--- src/rtl/ram_arbiter.sv ---
// Two-master (instruction fetch m0, data m1) round-robin arbiter in front of a single RAM port.
// Each grant runs one ready-handshake with the RAM and then returns a single-cycle ack to the winner.
module ram_arbiter #(
    parameter int TIMEOUT = 1023
) (
    input  logic        clk,
    input  logic        rst_n,
    input  logic        m0_req,
    input  logic        m0_we,
    input  logic [31:0] m0_addr,
    input  logic [31:0] m0_wdata,
    output logic        m0_ack,
    output logic [31:0] m0_rdata,
    output logic        m0_err,
    input  logic        m1_req,
    input  logic        m1_we,
    input  logic [31:0] m1_addr,
    input  logic [31:0] m1_wdata,
    output logic        m1_ack,
    output logic [31:0] m1_rdata,
    output logic        m1_err,
    output logic [31:0] ram_r_addr,
    output logic [31:0] ram_w_addr,
    output logic [31:0] ram_w_line,
    output logic        ram_read,
    output logic        ram_write,
    input  logic        ram_rrdy,
    input  logic        ram_wrdy,
    input  logic [31:0] ram_r_line,
    input  logic        ram_exc
);

    localparam int CNT_W = (TIMEOUT < 2) ? 1 : $clog2(TIMEOUT + 1);
    localparam logic [CNT_W-1:0] CNT_LAST = CNT_W'(TIMEOUT - 1);

    typedef enum logic [2:0] {
        IDLE,
        ISSUE,
        WAIT_LOW,
        WAIT_HIGH,
        RESP
    } state_t;

    state_t            state_q, state_d;
    logic              gnt_q, gnt_d;       // 0 = m0 owns the transaction, 1 = m1
    logic              rr_m1_q, rr_m1_d;   // 1 = m1 wins the next tie
    logic              we_q, we_d;
    logic [CNT_W-1:0]  cnt_q, cnt_d;
    logic [31:0]       ram_r_addr_q, ram_r_addr_d;
    logic [31:0]       ram_w_addr_q, ram_w_addr_d;
    logic [31:0]       ram_w_line_q, ram_w_line_d;
    logic [31:0]       m0_rdata_q, m0_rdata_d;
    logic [31:0]       m1_rdata_q, m1_rdata_d;
    logic              m0_err_q, m0_err_d;
    logic              m1_err_q, m1_err_d;

    logic              pick;
    logic              sel_we;
    logic [31:0]       sel_addr;
    logic [31:0]       sel_wdata;
    logic              rdy_sel;
    logic              timeout_hit;
    logic              capture;
    logic [31:0]       cap_rdata;
    logic              cap_err;
    logic              busy;

    assign rdy_sel     = we_q ? ram_wrdy : ram_rrdy;
    assign timeout_hit = (cnt_q == CNT_LAST);

    always_comb begin
        pick      = 1'b0;
        sel_we    = 1'b0;
        sel_addr  = '0;
        sel_wdata = '0;
        if (m0_req && m1_req) begin
            pick = rr_m1_q;
        end else begin
            pick = m1_req;
        end
        if (pick) begin
            sel_we    = m1_we;
            sel_addr  = m1_addr;
            sel_wdata = m1_wdata;
        end else begin
            sel_we    = m0_we;
            sel_addr  = m0_addr;
            sel_wdata = m0_wdata;
        end
    end

    always_comb begin
        state_d      = state_q;
        gnt_d        = gnt_q;
        rr_m1_d      = rr_m1_q;
        we_d         = we_q;
        cnt_d        = cnt_q;
        ram_r_addr_d = ram_r_addr_q;
        ram_w_addr_d = ram_w_addr_q;
        ram_w_line_d = ram_w_line_q;
        capture      = 1'b0;
        cap_rdata    = '0;
        cap_err      = 1'b0;

        case (state_q)
            IDLE: begin
                if (m0_req || m1_req) begin
                    gnt_d   = pick;
                    rr_m1_d = ~pick;
                    we_d    = sel_we;
                    if (sel_we) begin
                        ram_w_addr_d = sel_addr;
                        ram_w_line_d = sel_wdata;
                    end else begin
                        ram_r_addr_d = sel_addr;
                    end
                    state_d = ISSUE;
                end
            end
            ISSUE: begin
                cnt_d   = '0;
                state_d = WAIT_LOW;
            end
            WAIT_LOW: begin
                if (!rdy_sel) begin
                    cnt_d   = '0;
                    state_d = WAIT_HIGH;
                end else if (timeout_hit) begin
                    capture = 1'b1;
                    cap_err = 1'b1;
                    state_d = RESP;
                end else begin
                    cnt_d = cnt_q + 1'b1;
                end
            end
            WAIT_HIGH: begin
                if (rdy_sel) begin
                    capture   = 1'b1;
                    cap_rdata = we_q ? 32'h0 : ram_r_line;
                    cap_err   = ram_exc;
                    state_d   = RESP;
                end else if (timeout_hit) begin
                    capture = 1'b1;
                    cap_err = 1'b1;
                    state_d = RESP;
                end else begin
                    cnt_d = cnt_q + 1'b1;
                end
            end
            RESP: begin
                state_d = IDLE;
            end
            default: begin
                state_d = IDLE;
            end
        endcase
    end

    // Response registers change only for the owner, so the other master's rdata/err hold.
    always_comb begin
        m0_rdata_d = m0_rdata_q;
        m0_err_d   = m0_err_q;
        m1_rdata_d = m1_rdata_q;
        m1_err_d   = m1_err_q;
        if (capture) begin
            if (gnt_q) begin
                m1_rdata_d = cap_rdata;
                m1_err_d   = cap_err;
            end else begin
                m0_rdata_d = cap_rdata;
                m0_err_d   = cap_err;
            end
        end
    end

    always_ff @(posedge clk) begin
        if (!rst_n) begin
            state_q      <= IDLE;
            gnt_q        <= 1'b0;
            rr_m1_q      <= 1'b0;
            we_q         <= 1'b0;
            cnt_q        <= '0;
            ram_r_addr_q <= '0;
            ram_w_addr_q <= '0;
            ram_w_line_q <= '0;
            m0_rdata_q   <= '0;
            m0_err_q     <= 1'b0;
            m1_rdata_q   <= '0;
            m1_err_q     <= 1'b0;
        end else begin
            state_q      <= state_d;
            gnt_q        <= gnt_d;
            rr_m1_q      <= rr_m1_d;
            we_q         <= we_d;
            cnt_q        <= cnt_d;
            ram_r_addr_q <= ram_r_addr_d;
            ram_w_addr_q <= ram_w_addr_d;
            ram_w_line_q <= ram_w_line_d;
            m0_rdata_q   <= m0_rdata_d;
            m0_err_q     <= m0_err_d;
            m1_rdata_q   <= m1_rdata_d;
            m1_err_q     <= m1_err_d;
        end
    end

    // Strobes are decoded from state so only one can ever be high and both fall with the state.
    assign busy       = (state_q == ISSUE) || (state_q == WAIT_LOW) || (state_q == WAIT_HIGH);
    assign ram_read   = busy && !we_q;
    assign ram_write  = busy && we_q;
    assign ram_r_addr = ram_r_addr_q;
    assign ram_w_addr = ram_w_addr_q;
    assign ram_w_line = ram_w_line_q;

    assign m0_ack   = (state_q == RESP) && !gnt_q;
    assign m1_ack   = (state_q == RESP) && gnt_q;
    assign m0_rdata = m0_rdata_q;
    assign m0_err   = m0_err_q;
    assign m1_rdata = m1_rdata_q;
    assign m1_err   = m1_err_q;

endmodule

--- config.mk ---
export PLATFORM = sky130hd
export DESIGN_NAME = ram_arbiter
export DESIGN_NICKNAME = d
export VERILOG_FILES = /design/src/rtl/ram_arbiter.sv
export SDC_FILE = /design/constraint.sdc
export NUM_CORES = 1
export LEC_CHECK = 0
export BUFFER_PORTS_ARGS = -buffer_cell sky130_fd_sc_hd__buf_2
export CAP_MARGIN = 20
export CORE_ASPECT_RATIO = 0.5
export CORE_MARGIN = 3
export CORE_UTILIZATION = 51
export DETAILED_ROUTE_END_ITERATION = 6
export PLACE_DENSITY = 0.85
export SLEW_MARGIN = 15
export SYNTH_ARGS = -nofsm -noshare
export SYNTH_HDL_FRONTEND = slang
export SYNTH_SLANG_ARGS = --single-unit
export TNS_END_PERCENT = 1
--- constraint.sdc ---
create_clock -name clk -period 5 [get_ports clk]
set_clock_uncertainty 0.1 [all_clocks]
set_input_delay 0.25 -clock clk [delete_from_list [all_inputs] [get_ports clk]]
set_output_delay 0.25 -clock clk [all_outputs]
set_load 0.01 [all_outputs]
Word level (Yosys, flattened, before mapping) --
Cells that the tools add are included.
Word-level totals: register bits 178, input port bits 169, output and inout bits 166, word-level logic and storage cells 64
Cells by class: add/sub/neg operators 1, equal/unequal tests 7, muxes and demuxes 23, bitwise gates (word level) 3, reductions and logical operators 18
Operator list (number):
- two-way mux 32 bit | 5
- two-way mux 10 bit | 3
- one-hot mux 10 bit (3 select lines) | 1
- two-way mux 3 bit | 4
- one-hot mux 3 bit (4 select lines) | 1
- adder 10 x 1 -> 10 bit, second input constant | 1
- equality test 10 bit, second input constant | 1
- AND reduction 2 bit | 4
- two-way mux 1 bit | 7
- equality test 3 x 2 -> 1 bit, second input constant | 2
- AND reduction 3 bit | 2
- logical AND 1 bit | 5
- != test 2 bit, second input constant | 2
- one-hot mux 1 bit (2 select lines) | 2
- equality test 3 x 1 -> 1 bit, second input constant | 1
- equality test 3 bit, second input constant | 1
- zero test 3 bit | 1
- logical OR 1 bit | 3
- inverter 1 bit | 3
- nonzero test 3 bit | 1
- zero test 1 bit | 2

Logic depth before layout (Yosys ltp) --
Gate-level depths: netlist (run 1).
depth after elaboration 5, depth in mapped cells 9, depth with buffers taken out 7

Least setup slack after synthesis (run 1) --
OpenSTA, ideal clock, no wires.
path type register to register, from register cnt_q[0], to register m0_rdata_q[21], in the netlist m0_rdata[21], library setup time 0.122 ns, data arrival time 1.599 ns, data required time 4.778 ns, slack 3.178 ns, cell stages (with the launch flop) 9, path buffers 2, period minus slack after synthesis 1.822 ns, path through dfxtp_1 -> inv_1 -> ha_1 -> and2_1 -> o2111ai_2 -> a211oi_2 -> buf_4 -> buf_2 -> o21ai_0
Between the ends: cells in the longest elaborated chain, start to end 5, elaborated cells between the ends (all ways) 6, those cells by class 1 x eq/ne; 4 x mux; 1 x reduce/logical
RTL lines:
- start: declaration | line 48 | logic [CNT_W-1:0] cnt_q, cnt_d;
- start signal: assignment | line 195 | cnt_q <= cnt_d;
- equality test 10 bit * | line 69 | assign timeout_hit = (cnt_q == CNT_LAST);
- two-way mux 1 bit * | line 128, 142
- two-way mux 1 bit, on equally long branches | line 137, 125
- one-hot mux 1 bit (2 select lines) * | line 105 | case (state_q)
- AND reduction 2 bit (no line) *
- end signal: assignment | line 199 | m0_rdata_q <= m0_rdata_d;
- end: declaration | line 52 | logic [31:0] m0_rdata_q, m0_rdata_d;
Every way passes the cells marked *; elsewhere a longest branch is shown, timed or not. A chain may end at the register's enable or synchronous reset.

Final worst setup path (run 1) --
from register state_q[0], to register ram_w_line_q[2], in the netlist ram_w_line[2]
Between the ends: cells in the longest elaborated chain, start to end 2
RTL lines:
- start: declaration | line 44 | state_t state_q, state_d;
- start signal: assignment | line 191 | state_q <= state_d;
- zero test 3 bit | line 105
- AND reduction 3 bit (no line)
- end signal: assignment | line 198 | ram_w_line_q <= ram_w_line_d;
- end: declaration | line 51 | logic [31:0] ram_w_line_q, ram_w_line_d;
Every way passes these cells.

==> impl_metrics.py, run 1 <==
metrics = {
    "routing": {
        "drt-pass1-iter-count": 5,
        "drtAntennaViolNets": 0,
        "dr_total_vias": 7315,
        "drc": 0,
        "wl_per_cell_um": 16.98,
        "routed_wl_mm": 22.71,
        "drt-initial-drc-count": 470,
        "drt-vias-per-instance": 5.471,
    },
    "yosys": {
        "netlist_instances": 810,
        "yosysWarnings": 0,
        "syn_area_per_cell_sq_um": 9.324,
        "synth-seq-area-share": 0.4718,
        "ys_ff_latch": 178,
        "synth_area_sq_um": 7552,
        "synth_cell_types": 44,
        "syn_nets": 981,
    },
    "global_routing": {
        "grt.total_usage": 0.2672,
        "grt_overflow_total": 0,
        "grt_pass1_wl_mm": 35.46,
        "antenna_found_initial": 2,
        "grt_pass1_vias": 7122,
        "grt_max_degree": 93,
    },
    "placed_design": {
        "dpl.hpwl_mm": 15.63,
        "gp_congestion": 0.8361,
        "dp_slack_ns": 2.343,
        "numPortBuffers": 334,
    },
    "power": {
        "p_total_uw": 3885,
        "power_density_nw_per_um2": 383.5,
        "p_leak_uw": 0.005187,
        "worst_ir_drop_vdd_v": 0.0002514,
    },
    "timing": {
        "setup_viol": 0,
        "rsz0062_at_grt": "false",
        "fin_setup_tns_ns": 0,
        "fin_crit_ns": 2.661,
        "relSlewSlack": 0.3578,
        "timing.final.max_slew_violations": 0,
        "hold_viol": 0,
        "max_slew.worst_pin.slew_ns": 0.9633,
        "post-route-period-util": 0.5323,
        "clock.fmax_ghz": 0.3758,
        "setup_ws_ns": 2.339,
    },
    "finish": {
        "drive_above_1_share": 0.3721,
        "final_util": 0.7237,
        "diodes": 0,
        "layout_common_cells": "333 x buf_2, 178 x dfxtp_1, 124 x nand2_1, 74 x nand3_1, 68 x o21ai_0",
        "fin_nets": 1303,
        "area_growth_pct": 34.16,
        "layout_commonest_cell": "buf_2",
    },
    "die": {
        "std_cell_rows": 30,
        "die_y_um": 92.05,
        "initial_utilization": 0.5394,
        "dieArea_sq_um": 16390,
        "ios": 335,
        "fp.dieW_um": 178.1,
        "core-area_sq_um": 14000,
    },
    "critical_path": {
        "crit_path_start": "state_q[0]",
        "worstPathRequired_ns": 5.22,
        "cp_max_fo": 34,
        "worstSetupPathType": "flop to flop",
        "reg2reg_from": "state_q[0]",
        "endpoint_kind": "flop",
        "cp-start-kind": "flop",
        "arrival_ns": 2.88,
    },
    "clock_tree": {
        "tritoncts.num_buffers": 17,
        "h-tree-depth": 4,
        "clk_pin_slew_ns": 0.07,
        "clk_latency_ns": 0.41,
        "cts_resized": 0,
        "clockBufferDepth": 2,
        "cts_setup_buffers": 0,
        "cts_root_buffer": "clkbuf_16",
        "clkSinkCount": 178,
        "hold_buffers": 32,
        "tritoncts": "built",
    },
    "worst_hold_path": {
        "min_path_type": "primary input to flop",
        "hp-start": "m1_wdata[2]",
    },
    "flow_run": {
        "drv_cap": 0,
    },
    "outcome": {
        "status": "complete, no violations",
    },
}
==> cells in the mapped netlist <==
cell | n | area, sq um
and4_1 | 2 | 17.52
and3_1 | 7 | 43.79
inv_1 | 5 | 18.77
a21o_1 | 1 | 7.510
clkbuf_2 | 1 | 5.000
a21oi_1 | 6 | 30.03
a221oi_1 | 2 | 17.52
a21oi_2 | 1 | 8.760
nand2b_1 | 1 | 6.260
a21boi_0 | 1 | 7.510
nor2_1 | 66 | 247.7
nand3_1 | 74 | 370.4
a211oi_1 | 9 | 67.56
clkinv_1 | 1 | 3.750
buf_6 | 7 | 78.83
nand2_1 | 124 | 465.5
o211a_1 | 48 | 480.5
nor4_1 | 1 | 6.260
o2111ai_2 | 1 | 15.01
buf_2 | 26 | 130.1
o21ai_0 | 69 | 345.3
a31oi_2 | 1 | 12.51
or4_4 | 1 | 11.26
nand4_1 | 3 | 18.77
and2_1 | 2 | 12.51
o211ai_1 | 1 | 7.510
a211o_1 | 1 | 8.760
a211oi_2 | 41 | 513.0
nor3_1 | 1 | 5.000
mux2i_1 | 65 | 650.6
ha_1 | 2 | 25.02
dfxtp_1 | 178 | 3563
mux2_4 | 1 | 15.01
o21bai_1 | 1 | 7.510
a41oi_1 | 1 | 8.760
nor3b_1 | 1 | 7.510
clkbuf_1 | 29 | 108.9
a31oi_1 | 1 | 6.260
nor2b_1 | 7 | 43.79
o21ai_1 | 3 | 15.01
xnor2_1 | 1 | 8.760
a311oi_1 | 1 | 8.760
buf_4 | 9 | 67.56
xor2_1 | 6 | 52.55
==> report_power, final <==
part           switching [uW]  internal (uW)
registers                96.5           1570
logic                     527            383
clock network             635            674
total                    1260           2630
==> state kept, by name, indices dropped and copies added, names as in the netlist <==
| signal | flops |
|---|---|
| m1_rdata | 32 |
| gnt_q | 1 |
| m0_rdata | 32 |
| cnt_q | 10 |
| we_q | 1 |
| m1_err | 1 |
| ram_r_addr | 32 |
| ram_w_line | 32 |
| m0_err | 1 |
| rr_m1_q | 1 |
| ram_w_addr | 32 |
| state_q | 3 |
==> critical path, cell delays in order (launching register included) <==
cell,delay [ns]
dfxtp_1,0.46
or4_4,0.61
a21oi_4,0.65
buf_4,0.45
nor2_1,0.08
a211oi_1,0.23
==> logic make-up after synthesis <==
family / Yosys count / synth area share
flops: 178 / 0.4718
xor+xnor: 7 / 0.008118
simple gates: 290 / 0.1663
fa+ha+maj: 2 / 0.003313
buf+inv: 78 / 0.05467
compound gates: 189 / 0.2076
mux: 66 / 0.08814
==> final cells by class <==
class / instances / area (sq um)
Clock buffer: 17 / 425.4
Clock inverter: 15 / 167.7
Fill cell: 1025 / 3869
Inverter: 6 / 22.52
Multi-Input combinational cell: 554 / 3626
Sequential cell: 178 / 3563
Tap cell: 192 / 240.2
Timing Repair Buffer: 375 / 2087
==> final timing paths <==
| check | end | slack, ns | cells past startpoint |
|---|---|---|---|
| worst max-delay path | ram_w_line[2] | 2.34 | 5 |
| worst min-delay path | ram_w_line[2] | 0.09 | 3 |
| worst max register to register | ram_w_line[2] | 2.34 | 5 |
| worst min register to register | m0_err | 0.36 | 2 |
==> metrics by stage <==
stage / hold WS, ns / instances / area, sq um
floorplan: 0.2804 / 810 / 7552
global placement: 0.3354 / 1273 / 9215
detailed placement: 0.3471 / 1273 / 9215
CTS: 0.07746 / 1337 / 10130
global route: 0.09261 / 1337 / 10130
finish: 0.08563 / 1337 / 10130
==> routing by layer <==
| layer | vias to the layer above | track usage | wire (um) | part of all wire |
|---|---|---|---|---|
| met2 | 286 | 0.4748 | 11630 | 0.51 |
| met1 | 3452 | 0.3028 | 8674 | 0.38 |
| met3 | 80 | 0.06121 | 1451 | 0.064 |
| li1 | 3493 | - | - | - |
| met4 | 4 | 0.1286 | 928 | 0.041 |
| met5 | - | 0 | 21 | 0.00092 |
Note: power is estimated with default switching activity, not from simulation.
==> run 2: changes to the inputs <==
--- a/config.mk
+++ b/config.mk
@@ -9,9 +9,9 @@
 export CAP_MARGIN = 20
 export CORE_ASPECT_RATIO = 0.5
 export CORE_MARGIN = 3
-export CORE_UTILIZATION = 51
+export CORE_UTILIZATION = 47
 export DETAILED_ROUTE_END_ITERATION = 6
-export PLACE_DENSITY = 0.85
+export PLACE_DENSITY = 0.8
 export SLEW_MARGIN = 15
 export SYNTH_ARGS = -nofsm -noshare
 export SYNTH_HDL_FRONTEND = slang
==> constraint.sdc (replaced) <==
create_clock -name clk -period 2.7 [get_ports clk]
set_clock_uncertainty 0.1 [all_clocks]
set_input_delay 0.135 -clock clk [delete_from_list [all_inputs] [get_ports clk]]
set_output_delay 0.135 -clock clk [all_outputs]
set_load 0.01 [all_outputs]
==> run 2 against run 1 <==
Total power grew 93%. Maximum frequency grew 15%. Cell area rose by 4.9%. Final cell count grew 4.0%. Worst hold slack got worse by 0.077 ns. Routed wire length fell by 0.30%. Via count up 1.1%. Register-to-register slack lost 1.9 ns.
==> impl_metrics.py, run 2 (synthesis gave the netlist of run 1 again) <==
metrics = {
    "outcome": {
        "status": "complete, no violations",
    },
    "clock_tree": {
        "hold_buffers": 60,
        "tritoncts": "built",
        "clk_latency_ns": 0.42,
        "h-tree-depth": 4,
        "tritoncts.num_buffers": 17,
        "clockBufferDepth": 2,
        "clkSinkCount": 178,
        "cts_setup_buffers": 0,
        "cts_resized": 0,
        "clk_pin_slew_ns": 0.07,
        "cts_root_buffer": "clkbuf_16",
    },
    "worst_hold_path": {
        "worstHoldPathCells": 3,
        "min_path_type": "primary input to flop",
    },
    "timing": {
        "rsz0062_at_grt": "false",
        "fin_crit_ns": 2.306,
        "timing.final.max_slew_violations": 0,
        "setup_viol": 0,
        "relSlewSlack": 0.4048,
        "post-route-period-util": 0.8541,
        "max_slew.worst_pin.slew_ns": 0.8928,
        "fin_setup_tns_ns": 0,
        "clock.fmax_ghz": 0.4336,
        "hold_viol": 0,
    },
    "critical_path": {
        "cp-start-kind": "flop",
        "reg2reg_depth": 6,
        "cpPeakStageDelay_ns": 0.58,
        "worstPathRequired_ns": 2.91,
        "crit_slowest_cell": "dlygate4sd3_1",
        "cp_max_fo": 28,
        "arrival_ns": 2.51,
        "endpoint_kind": "flop",
        "path_cells": "o21ai_4 > buf_12 > mux2i_1 > dlygate4sd3_1 > nand2_1 > o211a_1",
        "worstSetupPathType": "flop to flop",
    },
    "finish": {
        "area_growth_pct": 40.79,
        "final_cells": 1390,
        "diodes": 0,
        "drive_above_1_share": 0.3685,
        "layout_commonest_cell": "buf_2",
        "final_util": 0.6827,
        "layout_common_cells": "333 x buf_2, 178 x dfxtp_1, 124 x nand2_1, 74 x nand3_1, 68 x o21ai_0",
        "fin_nets": 1344,
    },
    "power": {
        "worst_ir_drop_vdd_v": 0.0005721,
        "p_total_uw": 7485,
        "net-switching-power_uw": 2353,
        "p_clk_frac": 0.349,
        "p_leak_uw": 0.005407,
        "power_density_nw_per_um2": 704.0,
        "sequentialPowerShare": 0.412,
        "p_sw_frac": 0.3143,
        "cellInternalPower_uw": 5132,
        "combinationalPowerShare": 0.239,
    },
    "routing": {
        "drc": 0,
        "drt-pass1-iter-count": 4,
        "dr_total_vias": 7395,
        "wl_per_cell_um": 16.29,
        "routed_wl_mm": 22.64,
        "drt-initial-drc-count": 380,
        "drtAntennaViolNets": 0,
        "drt-vias-per-instance": 5.320,
    },
    "placed_design": {
        "dp.cells": 1296,
        "numPortBuffers": 334,
        "gp_congestion": 0.8403,
        "dpl.hpwl_mm": 15.59,
    },
    "die": {
        "ios": 335,
        "die_y_um": 95.64,
        "core-area_sq_um": 15570,
        "initial_utilization": 0.4849,
        "std_cell_rows": 32,
        "dieArea_sq_um": 17720,
        "fp.dieW_um": 185.3,
    },
    "global_routing": {
        "grt_overflow_total": 0,
        "antenna_found_initial": 0,
        "grt_max_degree": 87,
        "grt_pass1_vias": 6897,
        "grt_pass1_wl_mm": 34.07,
        "grt.total_usage": 0.2372,
    },
    "flow_run": {
        "drv_cap": 0,
    },
}
-- run 2: area by class of cell --
type                    instances  area [sq um]
fillers                      1215          4942
multi-input cells             554          3622
flip-flops and latches        178          3563
repair buffers                416          2532
clock buffers                  17         425.4
well taps                     204         255.2
clock inverters                15         211.5
inverters                       6         22.52
-- run 2: critical path: cells and delay by family (launching register included) --
family,cells,cell delay (ns)
AO/OA/AOI/OAI,2,0.56
buffers and inverters,2,0.86
AND/OR/NAND/NOR,1,0.06
flip-flops,1,0.35
multiplexers,1,0.25
-- run 2: power groups by stage --
stage | clock network [uW] | registers (uW) | logic [uW]
floorplan | 0 | 3230 | 974
global placement | 0 | 3130 | 1650
detailed placement | 0 | 3140 | 1700
CTS | 2650 | 3080 | 1780
global route | 2750 | 3120 | 1950
finish | 2610 | 3080 | 1790
-- run 2: layer usage --
layer / wire length (um) / global-route usage
met1: 9195 / 0.2787
met2: 11450 / 0.4261
met3: 1232 / 0.05107
met4: 765 / 0.09732
met5: 0 / 0
-- run 2: final timing paths --
check / start / endpoint / slack (ns)
worst max-delay path: rr_m1_q / ram_w_addr[23] / 0.39
worst min-delay path: m1_wdata[7] / ram_w_line[7] / 0.008
worst max register to register: rr_m1_q / ram_w_addr[23] / 0.39
worst min register to register: m1_rdata[17] / m1_rdata[17] / 0.36
-- run 2: stage by stage --
stage	hold slack, ns	worst slack, ns	instance area [sq um]
floorplan	0.1654	0.8783	7552
finish	0.008232	0.3940	10630
global placement	0.2630	0.5660	9375
CTS	0.0003393	0.3809	10610
global route	0.008162	0.2463	10630
detailed placement	0.2729	0.4884	9375
